[src/rtl/ula_pkg.sv]
// ula_pkg: shared constants for the pipelined ULA (control-word bit positions, ALU function codes).
// Latency: n/a (package only).
// Backpressure: n/a (package only).
package ula_pkg;

    // Bit positions inside the 8-bit MIC-1 control word
    localparam int SEL_SLL8 = 7;
    localparam int SEL_SRA1 = 6;
    localparam int SEL_F0   = 5;
    localparam int SEL_F1   = 4;
    localparam int SEL_ENA  = 3;
    localparam int SEL_ENB  = 2;
    localparam int SEL_INVA = 1;
    localparam int SEL_INC  = 0;

    // ALU function codes, formed as {F0, F1}
    localparam logic [1:0] F_AND  = 2'b00;
    localparam logic [1:0] F_OR   = 2'b01;
    localparam logic [1:0] F_NOTB = 2'b10;
    localparam logic [1:0] F_ADD  = 2'b11;

    // Extract the function code from a control word
    function automatic logic [1:0] f_code(input logic [7:0] sel);
        return {sel[SEL_F0], sel[SEL_F1]};
    endfunction

endpackage

[src/rtl/ula_core.sv]
// ula_core: combinational MIC-1 ALU (operand gating, AND/OR/NOTB/ADD, N/Z/C/V flags).
// Latency: 0 cycles, purely combinational.
// Backpressure: none; the enclosing pipeline decides when results are captured.
module ula_core
    import ula_pkg::*;
#(
    parameter int WIDTH = 32
) (
    input  logic [WIDTH-1:0] A,
    input  logic [WIDTH-1:0] B,
    input  logic [7:0]       select,
    output logic [WIDTH-1:0] result,
    output logic             N,
    output logic             Z,
    output logic             C,
    output logic             V
);

    logic [WIDTH-1:0] w_a;
    logic [WIDTH-1:0] w_b;
    logic [WIDTH:0]   w_sum;

    // Operand gating and the one-bit-wider adder shared by the ADD function
    always_comb begin
        w_a = select[SEL_ENA] ? A : '0;
        if (select[SEL_INVA]) begin
            w_a = ~w_a;
        end
        w_b   = select[SEL_ENB] ? B : '0;
        w_sum = {1'b0, w_a} + {1'b0, w_b} + {{WIDTH{1'b0}}, select[SEL_INC]};
    end

    // Function select; carry/overflow only meaningful for ADD, forced to 0 otherwise
    always_comb begin
        result = '0;
        C      = 1'b0;
        V      = 1'b0;
        case (f_code(select))
            F_AND:   result = w_a & w_b;
            F_OR:    result = w_a | w_b;
            F_NOTB:  result = ~w_b;
            F_ADD: begin
                result = w_sum[WIDTH-1:0];
                C      = w_sum[WIDTH];
                V      = (w_a[WIDTH-1] == w_b[WIDTH-1]) && (w_sum[WIDTH-1] != w_a[WIDTH-1]);
            end
            default: result = '0;
        endcase
    end

    // Jump flags look at the ALU result before the shifter
    assign N = result[WIDTH-1];
    assign Z = (result == '0);

endmodule

[src/rtl/ula_pipe.sv]
// ula_pipe: two-stage pipelined MIC-1 ULA; stage 1 registers the ALU, stage 2 registers the shifter.
// Latency: 2 cycles from accept to result; throughput 1 op/clock with out_ready high.
// Backpressure: holds up to 2 ops when stalled; in_ready is combinational from out_ready and the valid bits.
module ula_pipe
    import ula_pkg::*;
#(
    parameter int WIDTH   = 32,
    parameter int SLL_AMT = 8
) (
    input  logic             clk,
    input  logic             rst_n,
    input  logic [WIDTH-1:0] A,
    input  logic [WIDTH-1:0] B,
    input  logic [7:0]       select,
    input  logic             in_valid,
    output logic             in_ready,
    output logic [WIDTH-1:0] out,
    output logic             N,
    output logic             Z,
    output logic             C,
    output logic             V,
    output logic             out_valid,
    input  logic             out_ready
);

    logic [WIDTH-1:0] w_res;
    logic             w_n;
    logic             w_z;
    logic             w_c;
    logic             w_v;
    logic             w_s1_load;
    logic             w_s2_load;
    logic [WIDTH-1:0] w_shifted;

    logic [WIDTH-1:0] r_s1_res;
    logic             r_s1_n;
    logic             r_s1_z;
    logic             r_s1_c;
    logic             r_s1_v;
    logic             r_s1_sll;
    logic             r_s1_sra;
    logic             r_s1_vld;

    logic [WIDTH-1:0] r_s2_out;
    logic             r_s2_n;
    logic             r_s2_z;
    logic             r_s2_c;
    logic             r_s2_v;
    logic             r_s2_vld;

    ula_core #(
        .WIDTH (WIDTH)
    ) u_core (
        .A      (A),
        .B      (B),
        .select (select),
        .result (w_res),
        .N      (w_n),
        .Z      (w_z),
        .C      (w_c),
        .V      (w_v)
    );

    // A stage advances when it is empty or the stage downstream is advancing
    assign w_s2_load = !r_s2_vld || out_ready;
    assign w_s1_load = !r_s1_vld || w_s2_load;
    assign in_ready  = w_s1_load;

    // Shifter: left shift has priority over the arithmetic right shift
    always_comb begin
        w_shifted = r_s1_res;
        if (r_s1_sll) begin
            w_shifted = r_s1_res << SLL_AMT;
        end else if (r_s1_sra) begin
            w_shifted = {r_s1_res[WIDTH-1], r_s1_res[WIDTH-1:1]};
        end
    end

    // Stage 1: capture ALU result, flags and shift controls on accept
    always_ff @(posedge clk or negedge rst_n) begin
        if (!rst_n) begin
            r_s1_vld <= 1'b0;
            r_s1_res <= '0;
            r_s1_n   <= 1'b0;
            r_s1_z   <= 1'b0;
            r_s1_c   <= 1'b0;
            r_s1_v   <= 1'b0;
            r_s1_sll <= 1'b0;
            r_s1_sra <= 1'b0;
        end else if (w_s1_load) begin
            r_s1_vld <= in_valid;
            if (in_valid) begin
                r_s1_res <= w_res;
                r_s1_n   <= w_n;
                r_s1_z   <= w_z;
                r_s1_c   <= w_c;
                r_s1_v   <= w_v;
                r_s1_sll <= select[SEL_SLL8];
                r_s1_sra <= select[SEL_SRA1];
            end
        end
    end

    // Stage 2: capture shifted result; holds while stalled so outputs stay stable
    always_ff @(posedge clk or negedge rst_n) begin
        if (!rst_n) begin
            r_s2_vld <= 1'b0;
            r_s2_out <= '0;
            r_s2_n   <= 1'b0;
            r_s2_z   <= 1'b0;
            r_s2_c   <= 1'b0;
            r_s2_v   <= 1'b0;
        end else if (w_s2_load) begin
            r_s2_vld <= r_s1_vld;
            if (r_s1_vld) begin
                r_s2_out <= w_shifted;
                r_s2_n   <= r_s1_n;
                r_s2_z   <= r_s1_z;
                r_s2_c   <= r_s1_c;
                r_s2_v   <= r_s1_v;
            end
        end
    end

    assign out       = r_s2_out;
    assign N         = r_s2_n;
    assign Z         = r_s2_z;
    assign C         = r_s2_c;
    assign V         = r_s2_v;
    assign out_valid = r_s2_vld;

endmodule

[config.mk]
export PLATFORM = sky130hd
export DESIGN_NAME = ula_pipe
export DESIGN_NICKNAME = d
export VERILOG_FILES = /design/src/rtl/ula_pkg.sv /design/src/rtl/ula_core.sv /design/src/rtl/ula_pipe.sv
export SDC_FILE = /design/constraint.sdc
export NUM_CORES = 1
export LEC_CHECK = 0
export ABC_AREA = 1
export CORE_ASPECT_RATIO = 1.1
export CORE_MARGIN = 4
export CORE_UTILIZATION = 50
export DETAILED_ROUTE_END_ITERATION = 16
export PLACE_DENSITY = 0.86
export SYNTH_ARGS = -nofsm -noshare
export SYNTH_HDL_FRONTEND = slang
export SYNTH_SLANG_ARGS = --single-unit
[constraint.sdc]
create_clock -name clk -period 2.5 [get_ports clk]
set_input_delay 0.5 -clock clk [delete_from_list [all_inputs] [get_ports clk]]
set_output_delay 0.5 -clock clk [all_outputs]
set_load 0.1 [all_outputs]
==> summary.md <==
| Metric | Value |
|---|---|
| Clock transition at path regs | `~0.060 ns` |
| Die width | `around 130 um` |
| Grt met3 use | `between 4 and 5%` |
| Layout net count | `roughly 1,800` |
| Critical path's top delay family | `simple AND/OR/NAND/NOR gates` |
| # IOs | `~110` |
| Post-synth EDFFs | `0` |
| Via Count | `about 11,000` |
| Leak pwr | `slightly below 7 nW` |
| Final Hold Viols | `0` |
| Max_cap viols | `0` |
| Vias per cell | `approximately 6.2` |
| Final Power | `approximately 8.5 mW` |
| Max Clock Freq | `317 MHz` |
| Remaining antenna violation count | `0` |
| Met2 GRT Util | `56.6%` |
| Maximum clock insertion buffer count | `2` |
| Met1 Use GR | `between 30% and 40%` |
| Slowest cell on the critical path | `clkdlybuf4s50_1` |
| Post-synthesis mux area share | `0%` |
| Dpl cells | `around 1,800` |
| Hold Slack | `about 0.18 ns` |
| Layout cells sized above 1 | `between 40% and 50%` |
| Gpl congestion | `0.995` |
| First-pass GRT wire length | `approximately 47 mm` |
| Number of global-route vias before repair | `9,574` |
| Simple-Gate Fraction of Synth Area | `approximately a third` |
| Delay of the slowest critical-path stage | `slightly above 0.4 ns` |
| Row Count | `47` |
| Clk sinks | `75` |
| Failing checks | `design-rule violations, negative setup slack` |
| Syn Nets | `around 1,500` |
| Number of synthesized register bits | `75` |
| Cell mode on critical path | `nand2_1` |
| FF+latch area | `approximately 1900 sq um` |
| DP Wirelength | `around 21 mm` |
| Clock root buffer | `clkbuf_16` |
| Critical path type | `in2reg` |
| Post-synthesis sequential area ratio | `a little under a quarter` |
| Critical path capture point type | `register` |
| H-tree depth | `3` |
| Remaining DRCs | `1` |
| Critical Path Fanout Max | `3` |
| Synthesized-area fraction occupied by adder cells | `between 10% and 20%` |
| Fin crit share | `126%` |
| XOR/XNOR share of the synthesized area | `approximately 3.6%` |
| Levels on crit path | `18` |
| Worst slew pin tran | `~0.86 ns` |
| GRT Total Usage | `32.3%` |
| Max-slew headroom | `42.3%` |
| Outcome | `finished, violations left` |
| Final worst slack | `-0.652 ns` |
| Clock Skew | `~0.0046 ns` |
| Die area | `17,800 sq um` |
| Multi-input logic area | `between 7000 and 8000 sq um` |
| CP bufs+invs | `4` |
| Worst Reg-to-Reg Cells | `13` |
| Final Max Tran Viols | `0` |
| Wire per inst | `21.9 um` |
| Post-synthesis compound-gate area fraction | `14.8%` |
| PortBufs | `approximately 110` |
| Asr flop ratio synth | `100%` |
| Unrepaired setup endpoints after global routing | `true` |
| Gr busiest metal | `met2` |
| Number of buffers created by CTS | `9` |
| Die H | `around 140 um` |
| HP Class | `in2async` |
| Clk_lat worst skew | `around 0.34 ns` |
| Final setup TNS | `-8.72 ns` |
| Final non-filler cell total | `1,853` |
| Worst EP required | `about 2.8 ns` |
| Syn-to-layout area delta | `72.6%` |
| Initial Util | `approximately 52%` |
| Synth Warn # | `0` |
| Unique masters post-synth | `36` |
| Routed WL | `~41 mm` |
| Final min period | `around 3.2 ns` |
| CTS tree | `built` |
| Post-Syn Instances | `~1,300` |
| Largest family of logic cells by synthesized area | `simple AND/OR/NAND/NOR gates` |
| First drt pass iteration count | `14` |
| Finish-stage setup viols | `28` |
| Pin count of the biggest net entering global routing | `76` |
| # fillers | `between 600 and 700` |
| DRT iter0 DRCs | `1,696` |
| Worst IR drop on VDD | `0.509 mV` |
| Gr ovfl total | `0` |
| Critical Path AT | `between 3 and 4 ns` |
| Worst Setup Start Kind | `primary input` |
| Ys flop type | `dfrtp_1` |
| Core Box Area | `15,200 sq um` |
| Worst-path cell chain | `clkdlybuf4s50_1, nand2_1, buf_4, inv_1, ha_4, inv_1, nand2_2, a21oi_2, nand2_2, a21oi_1, nand3_1, nand3_1, nand2_1, nand2_1, nand4_1, nor2_2, nand3_1, nand2_1` |
| PwrDens | `622 nW/um^2` |
| Syn Area/Cell | `6.00 sq um` |
| Antenna violations before repair | `2` |
| Synthesized cell area | `roughly 7900 sq um` |
==> flip-flops by register name (all words and copies together) (netlist names) <==
name       flops
out           32
r_s1_sra       1
out_valid      1
V              1
N              1
r_s1_c         1
r_s1_res      32
r_s1_v         1
r_s1_sll       1
r_s1_vld       1
r_s1_z         1
C              1
Z              1
==> cells in the final DEF (no fill, tap or decap), types with 3 or more instances in the layout <==
| cell type | instances |
|---|---|
| nand2_1 | 314 |
| ha_4 | 38 |
| nor2_2 | 18 |
| dfrtp_1 | 75 |
| buf_12 | 12 |
| ha_1 | 21 |
| o21ai_0 | 97 |
| a21oi_4 | 6 |
| ha_2 | 5 |
| o21ai_1 | 10 |
| nand2_2 | 141 |
| or2_2 | 3 |
| a21oi_2 | 15 |
| nand3_4 | 6 |
| inv_2 | 56 |
| nand3b_1 | 8 |
| dlygate4sd2_1 | 13 |
| o21ai_2 | 12 |
| nand2_8 | 5 |
| nand4_1 | 12 |
| buf_4 | 260 |
| clkdlybuf4s50_1 | 39 |
| clkbuf_16 | 10 |
| dlymetal6s2s_1 | 18 |
| nand2_4 | 35 |
| nand3_2 | 17 |
| xor2_2 | 20 |
| buf_8 | 4 |
| nor2_1 | 28 |
| inv_1 | 138 |
| nor2_4 | 26 |
| nor3_1 | 7 |
| o22ai_1 | 3 |
| buf_6 | 24 |
| nand3_1 | 39 |
| xor2_4 | 10 |
| inv_4 | 4 |
| a21oi_1 | 76 |
==> timing repair <==
item,CTS,global route
setup endpoints to repair,34,29
gates cloned,1,1
hold buffers,0,0
pin swaps,137,196
gates resized for setup,234,377
setup buffers,40,37
==> through the flow <==
| stage | setup slack (ns) | cell area [sq um] | utilization [%] |
|---|---|---|---|
| final | -0.652 | 13600 | 89.3 |
| after global routing | -0.783 | 13600 | 89.3 |
| after CTS | -0.161 | 11900 | 77.9 |
| after detailed placement | -1.21 | 10400 | 68.6 |
| after global placement | -1.20 | 10400 | 68.6 |
| after floorplan | -0.295 | 7960 | - |
==> final timing paths <==
path,startpoint,endpoint,slack (ns)
min in group clk,N,N,0.48
max in group asynchronous,rst_n,r_s1_z,2.01
max reg2reg,out_valid,r_s1_z,0.54
max,B[14],r_s1_z,-0.65
min,rst_n,r_s1_res[4],0.18
min reg2reg,N,N,0.48
==> cell usage after synthesis, types with 2 or more instances <==
library cell  instances  area share [%]
nand2_2              11            0.87
nand3b_1              8            0.76
nand3_1              60             3.8
nand4_1              12            0.95
inv_2                 6            0.29
nor2_1               61             2.9
or2_2                 3            0.24
inv_1               191             9.1
xor2_1               32             3.6
o22ai_1               4            0.32
a21oi_1              96             6.1
buf_2                15            0.95
o21bai_1              3            0.29
nor2_4                2            0.29
nand2_1             484              23
dfrtp_1              75              24
o21ai_0             116             7.4
o21ai_2               2            0.22
nand3_2               2            0.25
clkbuf_1             33             1.6
nor2_2                9            0.71
nor3_1                9            0.57
fa_1                  2            0.51
or2_0                 2            0.16
ha_1                 64              10
==> report_power, final <==
part	switching, mW	leakage, nW	internal [mW]	total (mW)
Sequential	0.234	0.944	1.52	1.76
Combinational	3.72	5.82	1.79	5.51
Clock	0.474	0.135	0.721	1.19
Total	4.43	6.90	4.03	8.46
==> worst reg2reg max path: cells and delay by family (launching register included) <==
| kind | cells | cell delay (ns) |
|---|---|---|
| and+or+nand+nor | 12 | 1.38 |
| DFF | 1 | 0.40 |
| buffers and inverters | 1 | 0.11 |
==> layer usage <==
layer / share of wire [%] / routed length (um)
met5: 0 / 0
met4: 11 / 4320
met3: 12 / 4800
met2: 45 / 18100
met1: 33 / 13400
==> cell families (layout without fill, tap and decap cells) <==
| logic type | count (synthesis) | in the layout |
|---|---|---|
| simple gates | 667 | 667 |
| buf+inv | 246 | 588 |
| compound gates | 227 | 227 |
| flops | 75 | 75 |
| fa+ha+maj | 66 | 66 |
| xor+xnor | 32 | 32 |
| other cells | 0 | 2 |
==> final cells by class <==
type                            instances  area share, %
Antenna cell                            2         0.0368
Clock buffer                           12           1.89
Clock inverter                          4          0.184
Inverter                              198           5.54
Multi-Input combinational cell        992           52.4
Sequential cell                        75           13.8
Tap cell                              196           1.80
Timing Repair Buffer                  374           24.4
(Power assumes the default switching activity.)
